## config.mk

```make
export PLATFORM = sky130hd
export DESIGN_NAME = pwm_fill_ramp_flat
export DESIGN_NICKNAME = d
export VERILOG_FILES = /design/src/rtl/pwm_pkg.sv /design/src/rtl/pwm_fill_ramp_if.sv /design/src/rtl/pwm_tick_div.sv /design/src/rtl/pwm_fill_ramp.sv /design/src/flat_wrapper.sv
export SDC_FILE = /design/constraint.sdc
export NUM_CORES = 1
export LEC_CHECK = 0
export CORE_MARGIN = 5
export CORE_UTILIZATION = 40
export DETAILED_ROUTE_END_ITERATION = 16
export PLACE_DENSITY_LB_ADDON = 0.1
export SYNTH_ARGS = -nofsm -noshare
export SYNTH_HDL_FRONTEND = slang
export SYNTH_SLANG_ARGS = --single-unit
export TNS_END_PERCENT = 5
```

## constraint.sdc

```tcl
create_clock -name clk -period 3 [get_ports clk]
set_clock_uncertainty 0.2 [all_clocks]
set_input_delay 0.3 -clock clk [delete_from_list [all_inputs] [get_ports clk]]
set_output_delay 0.3 -clock clk [all_outputs]
set_load 0.01 [all_outputs]
```

## src/rtl/pwm_pkg.sv

```systemverilog
// pwm_pkg: shared state encoding and fill-factor width helper for the PWM block family.
// Revision 1.0
`default_nettype none

package pwm_pkg;

  typedef logic [1:0] state_t;

  localparam state_t ST_IDLE      = 2'd0;
  localparam state_t ST_RAMP_UP   = 2'd1;
  localparam state_t ST_RAMP_DOWN = 2'd2;

  // Width of a fill-factor bus; a degenerate maximum still gets one bit.
  function automatic int fill_w(input int max_fill);
    return (max_fill < 2) ? 1 : $clog2(max_fill);
  endfunction

endpackage

`default_nettype wire

```

## src/rtl/pwm_fill_ramp_if.sv

```systemverilog
// pwm_fill_ramp_if: target handshake bundle (IMMEDIATE present with PWM_FILL_RAMP_IMMEDIATE_EN).
// Revision 1.0
`default_nettype none

interface pwm_fill_ramp_if #(
  parameter int TGT_W = 3
);

  logic [TGT_W-1:0] tgt;
  logic             tgt_valid;
  logic             tgt_ready;
`ifdef PWM_FILL_RAMP_IMMEDIATE_EN
  logic             immediate;

  modport master (output tgt, output tgt_valid, output immediate, input tgt_ready);
  modport slave  (input tgt, input tgt_valid, input immediate, output tgt_ready);
`else
  modport master (output tgt, output tgt_valid, input tgt_ready);
  modport slave  (input tgt, input tgt_valid, output tgt_ready);
`endif

endinterface

`default_nettype wire

```

## src/rtl/pwm_tick_div.sv

```systemverilog
// pwm_tick_div: CE-qualified modulo-DIV counter emitting a tick on the wrap cycle.
// Revision 1.0
`default_nettype none

module pwm_tick_div #(
  parameter int DIV = 4
) (
  input  wire logic clk,
  input  wire logic rst_n,
  input  wire logic ce_i,
  input  wire logic sync_clr_i,
  output logic      tick_o
);

  localparam int CW = (DIV > 1) ? $clog2(DIV) : 1;
  localparam logic [CW-1:0] C_LAST = CW'(DIV - 1);

  logic [CW-1:0] cnt_q;
  logic [CW-1:0] cnt_d;

  always_comb begin
    cnt_d = cnt_q;
    if (sync_clr_i) begin
      cnt_d = '0;
    end else if (ce_i) begin
      cnt_d = (cnt_q == C_LAST) ? '0 : cnt_q + 1'b1;
    end
  end

  always_ff @(posedge clk or negedge rst_n) begin
    if (!rst_n) begin
      cnt_q <= '0;
    end else begin
      cnt_q <= cnt_d;
    end
  end

  assign tick_o = ce_i & (cnt_q == C_LAST);

endmodule

`default_nettype wire

```

## src/rtl/pwm_fill_ramp.sv

```systemverilog
// pwm_fill_ramp: slew-limited fill-factor driver for a PWM channel; optional PWM_FILL_RAMP_IMMEDIATE_EN.
// Revision 1.0
`default_nettype none

module pwm_fill_ramp
  import pwm_pkg::*;
#(
  parameter int FILL_FACTOR_MAX = 7,
  parameter int STEP            = 1,
  parameter int RAMP_DIV        = 4,
  parameter int INIT_FILL       = 0,
  parameter int TGT_W           = fill_w(FILL_FACTOR_MAX)
) (
  input  wire logic              clk,
  input  wire logic              rst_n,
  input  wire logic              ce_i,
  pwm_fill_ramp_if.slave         tgt_if,
  output logic [fill_w(FILL_FACTOR_MAX)-1:0] fill_factor_o,
  output logic                   busy_o,
  output logic                   done_o
);

  localparam int W = fill_w(FILL_FACTOR_MAX);
  localparam logic [W:0]   C_STEP_X = (W + 1)'(STEP);
  localparam logic [W-1:0] C_STEP   = W'(STEP);
  localparam logic [W-1:0] C_MAX    = W'(FILL_FACTOR_MAX);
  localparam logic [W-1:0] C_INIT   = W'(INIT_FILL);

  state_t         state_q, state_d;
  logic [W-1:0]   fill_q, fill_d;
  logic [W-1:0]   tgt_q, tgt_d;
  logic           done_q, done_d;
  logic           rdy_en_q;

  logic [W-1:0]   tgt_clamp;
  logic           accept;
  logic           imm;
  logic           tick;
  logic [W:0]     up_sum;
  logic [W:0]     dn_lim;
  logic [W-1:0]   step_up;
  logic [W-1:0]   step_dn;

`ifdef PWM_FILL_RAMP_IMMEDIATE_EN
  assign imm = tgt_if.immediate;
`else
  assign imm = 1'b0;
`endif

  always_comb begin
    tgt_clamp = W'(tgt_if.tgt);
    if (32'(tgt_if.tgt) > FILL_FACTOR_MAX) begin
      tgt_clamp = C_MAX;
    end
  end

  assign accept = (state_q == ST_IDLE) & rdy_en_q & tgt_if.tgt_valid;

  // Both directions saturate at the captured target, so no overshoot or wrap.
  assign up_sum  = {1'b0, fill_q} + C_STEP_X;
  assign dn_lim  = {1'b0, tgt_q} + C_STEP_X;
  assign step_up = (up_sum > {1'b0, tgt_q}) ? tgt_q : up_sum[W-1:0];
  assign step_dn = ({1'b0, fill_q} < dn_lim) ? tgt_q : fill_q - C_STEP;

  pwm_tick_div #(
    .DIV (RAMP_DIV)
  ) u_tick_div (
    .clk        (clk),
    .rst_n      (rst_n),
    .ce_i       (ce_i & (state_q != ST_IDLE)),
    .sync_clr_i (accept),
    .tick_o     (tick)
  );

  always_ff @(posedge clk or negedge rst_n) begin
    if (!rst_n) begin
      state_q  <= ST_IDLE;
      fill_q   <= C_INIT;
      tgt_q    <= C_INIT;
      done_q   <= 1'b0;
      rdy_en_q <= 1'b0;
    end else begin
      state_q  <= state_d;
      fill_q   <= fill_d;
      tgt_q    <= tgt_d;
      done_q   <= done_d;
      rdy_en_q <= 1'b1;
    end
  end

  always_comb begin
    state_d = state_q;
    case (state_q)
      ST_IDLE: begin
        if (accept && !imm) begin
          if (tgt_clamp > fill_q) begin
            state_d = ST_RAMP_UP;
          end else if (tgt_clamp < fill_q) begin
            state_d = ST_RAMP_DOWN;
          end
        end
      end
      ST_RAMP_UP: begin
        if (tick && (step_up == tgt_q)) begin
          state_d = ST_IDLE;
        end
      end
      ST_RAMP_DOWN: begin
        if (tick && (step_dn == tgt_q)) begin
          state_d = ST_IDLE;
        end
      end
      default: state_d = ST_IDLE;
    endcase
  end

  always_comb begin
    fill_d = fill_q;
    tgt_d  = tgt_q;
    done_d = 1'b0;
    case (state_q)
      ST_IDLE: begin
        if (accept) begin
          tgt_d = tgt_clamp;
          if (imm) begin
            fill_d = tgt_clamp;
            done_d = 1'b1;
          end else if (tgt_clamp == fill_q) begin
            done_d = 1'b1;
          end
        end
      end
      ST_RAMP_UP: begin
        if (tick) begin
          fill_d = step_up;
          done_d = (step_up == tgt_q);
        end
      end
      ST_RAMP_DOWN: begin
        if (tick) begin
          fill_d = step_dn;
          done_d = (step_dn == tgt_q);
        end
      end
      default: ;
    endcase
  end

  always_comb begin
    busy_o           = (state_q != ST_IDLE);
    tgt_if.tgt_ready = rdy_en_q & (state_q == ST_IDLE);
    fill_factor_o    = fill_q;
    done_o           = done_q;
  end

endmodule

`default_nettype wire

```

## src/flat_wrapper.sv

```systemverilog
// flat-port wrapper written by rule: the top's interface ports become plain ports
module pwm_fill_ramp_flat import pwm_pkg::*;
#(
  parameter int FILL_FACTOR_MAX = 7,
  parameter int STEP            = 1,
  parameter int RAMP_DIV        = 4,
  parameter int INIT_FILL       = 0,
  parameter int TGT_W           = fill_w(FILL_FACTOR_MAX)
)
  (clk, rst_n, ce_i, fill_factor_o, busy_o, done_o, tgt_if_tgt, tgt_if_tgt_valid, tgt_if_tgt_ready);
  pwm_fill_ramp_if #(.TGT_W(TGT_W)) tgt_if_i ();
  input  wire logic clk;
  input  wire logic rst_n;
  input  wire logic ce_i;
  output logic [fill_w(FILL_FACTOR_MAX)-1:0] fill_factor_o;
  output logic busy_o;
  output logic done_o;
  input wire logic [$bits(tgt_if_i.tgt)-1:0] tgt_if_tgt;
  input wire logic [$bits(tgt_if_i.tgt_valid)-1:0] tgt_if_tgt_valid;
  output wire logic [$bits(tgt_if_i.tgt_ready)-1:0] tgt_if_tgt_ready;
  assign tgt_if_i.tgt = tgt_if_tgt;
  assign tgt_if_i.tgt_valid = tgt_if_tgt_valid;
  assign tgt_if_tgt_ready = tgt_if_i.tgt_ready;
  pwm_fill_ramp #(.FILL_FACTOR_MAX(FILL_FACTOR_MAX), .STEP(STEP), .RAMP_DIV(RAMP_DIV), .INIT_FILL(INIT_FILL), .TGT_W(TGT_W)) u_core (.clk(clk), .rst_n(rst_n), .ce_i(ce_i), .tgt_if(tgt_if_i), .fill_factor_o(fill_factor_o), .busy_o(busy_o), .done_o(done_o));
endmodule
```

## After elaboration in Yosys (flattened, before gate mapping)

Index checks and enable logic that the tools add are counted.

- Output and inout bits: 6
- Logic and storage cells: 58
- Register bits: 12
- Input bits: 7

- Magnitude comparators: 4
- Reduce and logical (&&, ||, !) cells: 9
- Bitwise logic cells: 4
- Equality and inequality tests: 12
- Add/sub/neg operators: 4
- Muxes and demuxes: 19

Operators by type and width:

| kind | count |
|---|---|
| 2-bit 2-to-1 mux | 8 |
| 3-bit 2-to-1 mux | 4 |
| 2-bit by 1-bit inequality test with 1-bit output, second input constant | 5 |
| 3-bit == test | 3 |
| 3-bit by 1-bit adder with 4-bit output, second input constant | 2 |
| 2-bit one-hot mux with 3 select lines | 1 |
| 3-bit one-hot mux with 2 select lines | 1 |
| 2-bit nonzero test | 3 |
| 1-bit bitwise AND | 4 |
| 2-bit == test, second input constant | 2 |
| 4-bit by 3-bit > comparator with 1-bit output | 1 |
| 3-bit by 4-bit < comparator with 1-bit output | 1 |
| 1-bit 2-to-1 mux | 4 |
| 4-bit AND reduction | 1 |
| 3-bit > comparator | 1 |
| 3-bit < comparator | 1 |
| 3-bit inequality test, second input constant | 1 |
| 1-bit one-hot mux with 3 select lines | 1 |
| 3-bit AND reduction | 1 |
| 3-bit by 1-bit subtractor with 3-bit output, second input constant | 1 |
| 2-bit by 1-bit adder with 2-bit output, second input constant | 1 |
| 2-bit by 1-bit == test with 1-bit output, second input constant | 1 |
| 1-bit logical AND | 2 |
| 2-bit zero test | 1 |
| 2-bit AND reduction | 1 |

## Depth between registers and ports, before layout

- Word-level depth: 7
- Depth in mapped cells: 8
- Depth with buffers taken out: 8

## By module

Synthesis repeated with hierarchy kept, for this count alone.

- Cell total of the unflattened synthesis: 125
- Area, all modules: 1104.8 µm²

Modules (own cells, without submodules):

| module | instances | area an instance (µm²) | cells an instance | sequential area each (µm²) |
|---|---|---|---|---|
| pwm_fill_ramp | 1 | 998.5 | 116 | 250.2 |
| pwm_tick_div | 1 | 106.4 | 9 | 50.0 |

## Least setup slack after synthesis

No wires, ideal clock.

- Path kind: reg-to-reg
- From: register u_core.fill_q[0], in the netlist u_core.fill_factor_o[0]
- To: register u_core.state_q[0]
- Setup slack: 0.282 ns
- Path buffers: 0
- Clock period less this slack: 2.718 ns
- Stages on the path, launching flop included: 8
- Library setup time: 0.125 ns
- Arrival time: 2.393 ns
- Required time: 2.675 ns
- Cell sequence: dfrtp_1 -> inv_1 -> ha_1 -> ha_1 -> a211oi_2 -> o32ai_4 -> o311a_2 -> mux2_4

- Cells in the longest elaborated chain, start to end: 7
- Elaborated cells between the ends (all ways): 19
- Those cells by class: 2 x add/sub; 4 x order compare; 5 x eq/ne; 5 x mux; 3 x reduce/logical

RTL lines:

| item | RTL line | RTL |
|---|---|---|
| start: declaration | pwm_fill_ramp.sv:30 | `logic [W-1:0] fill_q, fill_d;` |
| start signal: assignment | pwm_fill_ramp.sv:84 | `fill_q <= fill_d;` |
| 3-bit by 1-bit adder with 4-bit output | pwm_fill_ramp.sv:60 | `assign up_sum = {1'b0, fill_q} + C_STEP_X;` |
| 4-bit by 3-bit > comparator with 1-bit output | pwm_fill_ramp.sv:62 | `assign step_up = (up_sum > {1'b0, tgt_q}) ? tgt_q : up_sum[W-1:0];` |
| 3-bit 2-to-1 mux | pwm_fill_ramp.sv:62 |  |
| 3-bit == test | pwm_fill_ramp.sv:104 | `if (tick && (step_up == tgt_q)) begin` |
| 1-bit logical AND | pwm_fill_ramp.sv:104 |  |
| 2-bit by 1-bit inequality test with 1-bit output (no line) | n/a |  |
| 4-bit AND reduction (no line) | n/a |  |
| end signal: assignment | pwm_fill_ramp.sv:83 | `state_q <= state_d;` |
| end: declaration | pwm_fill_ramp.sv:29 | `state_t state_q, state_d;` |

Parallel ways exist; a longest one is shown, timed or not. The select of a mux whose other input is x is not followed.
A chain may end at the register's enable or synchronous reset.

## Worst setup path after layout

Ends and elaborated chain as after synthesis.

==> results.yml <==
cts:
  htree_levels: 1
  cts.repair_timing.setup_buffer_count: 0
  clk_latency_ps: 280
  cts.hold.buffers_added: 0
  cts_tree: "done"
  cts_made_buffers: 3
  cts_sinks: 12
  cts_resized: 0
  cts_buffer_depth: 2
  cts_root_buffer: "clkbuf_4"
  path_clk_slew_ps: 80
flow_run:
  maxCapViolCount: 0
critical_path:
  slowest_stage: "dfrtp_1"
  crit_fanout: 5
  cp-start-kind: "flip-flop"
  crit_family: "compound AO/OA/AOI/OAI gates"
  cp_data_arrival_time_ps: 2660
  cp_common_cell: "ha_1"
  reg2reg_to: "u_core.state_q[0]$_DFFE_PN0P_"
  cp.required_ps: 2970
  rr_worst_depth: 7
  critPathBufInv: 1
  reg2reg_slack_ps: 310
  crit_type: "flip-flop to flip-flop"
  path_cells: "inv_1, ha_1, ha_1, a211oi_2, o32ai_4, o311a_2, mux2_4"
  end_kind: "flip-flop"
  slowest_delay_ps: 440
  r2r-start: "u_core.fill_factor_o[0]$_DFFE_PN0P_"
yosys:
  synthAdderAreaFrac: 0.185
  avgSynthCellArea_um2: 9.51
  ys_seq_area_frac: 0.261
  syn-num-nets: 145
  ys_ff_latch: 12
  async_flop_share: 1.00
  synthXorXnorAreaFrac: 0.0576
  synth_compound_area_frac: 0.207
  synth_top_family_by_area: "compound AO/OA/AOI/OAI gates"
  synth_area_um2: 1150
  synth_edf_count: 0
  ys_warn_count: 0
  post_synth_and_or_nand_nor_area_fraction: 0.157
  ys.flop_type: "dfrtp_1"
  ys_types: 48
  syn-instance-count: 121
  synth_mux_area_frac: 0.0674
drt:
  vias: 928
  wl_per_cell_um: 14.5
  route.detailed.drc: 0
  ant_nets: 0
  drt-total-wl_um: 2460
  dr.pass1.iters: 4
  first_iter_violations: 18
  routed_via_density: 5.46
timing:
  period_minus_slack_ps: 2690
  worst_slack_ps: 309
  rsz0062_at_grt: "no"
  fmax_mhz: 372
  tns_ps: 0
  hold_violations: 0
  tightest_slew_ps: 571
  fin_crit_sh: 0.897
  finalSetupViolCount: 0
  slew_violations: 0
  finalHoldWorstSlack_ps: 179
  slew_headroom: 0.618
global_route:
  antenna_found_initial: 0
  gr-total-overflow: 0
  grt_max_degree: 13
  grt_pass1_vias: 956
  grt_usage: 0.135
  grt_pass1_wl_um: 4400
layout:
  syn2layout_area_growth_pct: 17.6
  drive_gt1_frac: 0.165
  nFillCells: 263
  layout_common_cells: "17 x ha_1, 13 x inv_1, 12 x clkdlybuf4s50_1, 12 x dfrtp_1"
  final_nets: 165
  final_util: 0.491
  layout_commonest_cell: "ha_1"
  antennaDiodeCount: 0
floorplan:
  die_x_um: 63.6
  rows: 19
  die_h_um: 63.6
  ioPinCount: 13
  core_area_um2: 2760
  die-area_um2: 4050
  start_util: 0.417
power_and_ir_drop:
  ir_drop_uv: 699
  powerDensity_nw_per_um2: 1320
  power_leakage_uw: 0.000621
  finalPower_uw: 1780
min_path:
  hold_path.class: "input port to asynchronous set/reset pin"
place:
  io_buffers: 12
  pre_cts_slack_ps: 310
  place.gp.congestion: 0.808
  dpl.hpwl_um: 2020
run_status:
  status: "completed"
layout make-up:
| type | count | area, um^2 | share of cell area |
|---|---|---|---|
| sequential | 12 | 300 | 0.222 |
| multi-input combinational | 93 | 778 | 0.575 |
| tap | 31 | 38.8 | 0.0287 |
| inverter | 13 | 48.8 | 0.0360 |
| timing repair buffer | 18 | 165 | 0.122 |
| clock buffer | 3 | 22.5 | 0.0166 |
kinds of logic after synthesis:
kind of cell,Yosys count
other cells,1
xor+xnor,6
fa+ha+maj,17
buf+inv,16
flops,12
mux,7
compound gates,28
simple gates,34
cells in the mapped netlist (2+ instances only):
cell type | number | share of area
mux2_2 | 2 | 0.020
nand3_1 | 5 | 0.022
mux2i_1 | 4 | 0.035
a221oi_1 | 2 | 0.015
xnor2_1 | 2 | 0.015
dfrtp_1 | 12 | 0.26
xor2_1 | 3 | 0.023
o21ai_0 | 6 | 0.026
inv_1 | 13 | 0.042
a21oi_1 | 2 | 0.0087
nand2_1 | 7 | 0.023
nand2b_1 | 3 | 0.016
nor2_1 | 7 | 0.023
o211ai_1 | 2 | 0.013
and2_1 | 2 | 0.011
ha_1 | 17 | 0.18
through the flow:
| step | cell area, um^2 | instances |
|---|---|---|
| floorplan | 1150 | 121 |
| global placement | 1330 | 167 |
| detailed placement | 1330 | 167 |
| CTS | 1350 | 170 |
| global route | 1350 | 170 |
| finish | 1350 | 170 |
power by group:
part           total (uW)  switching (uW)  internal, uW
registers             288            58.6           229
clock network         102            55.1          46.5
logic                1390             708           685
total                1780             822           961
routing by layer:
layer	vias to the layer above	GRT usage	routed length, um
met1	439	0.180	1250
li1	473	-	-
met5	-	0	0
met2	14	0.217	1110
met3	2	0.0409	79
met4	0	0.0234	14
how the worst max path moves through the flow:
| stage | from | to | cells after the start |
|---|---|---|---|
| final | u_core.fill_factor_o[0]$_DFFE_PN0P_ | u_core.state_q[0]$_DFFE_PN0P_ | 7 |
| after floorplan | u_core.fill_factor_o[0]$_DFFE_PN0P_ | u_core.state_q[0]$_DFFE_PN0P_ | 7 |
| after global placement | u_core.fill_factor_o[1]$_DFFE_PN0P_ | u_core.state_q[0]$_DFFE_PN0P_ | 7 |
| after global routing | u_core.fill_factor_o[0]$_DFFE_PN0P_ | u_core.done_o$_DFF_PN0_ | 8 |
| after detailed placement | u_core.fill_factor_o[0]$_DFFE_PN0P_ | u_core.state_q[0]$_DFFE_PN0P_ | 7 |
| after CTS | u_core.fill_factor_o[0]$_DFFE_PN0P_ | u_core.state_q[0]$_DFFE_PN0P_ | 7 |
state kept, by name, summed over array words and instances, names as in the netlist:
signal	count
u_core.rdy_en_q	1
u_core.u_tick_div.cnt_q	2
u_core.tgt_q	3
u_core.state_q	2
u_core.done_o	1
u_core.fill_factor_o	3
Power figures use the tool's default switching activity.
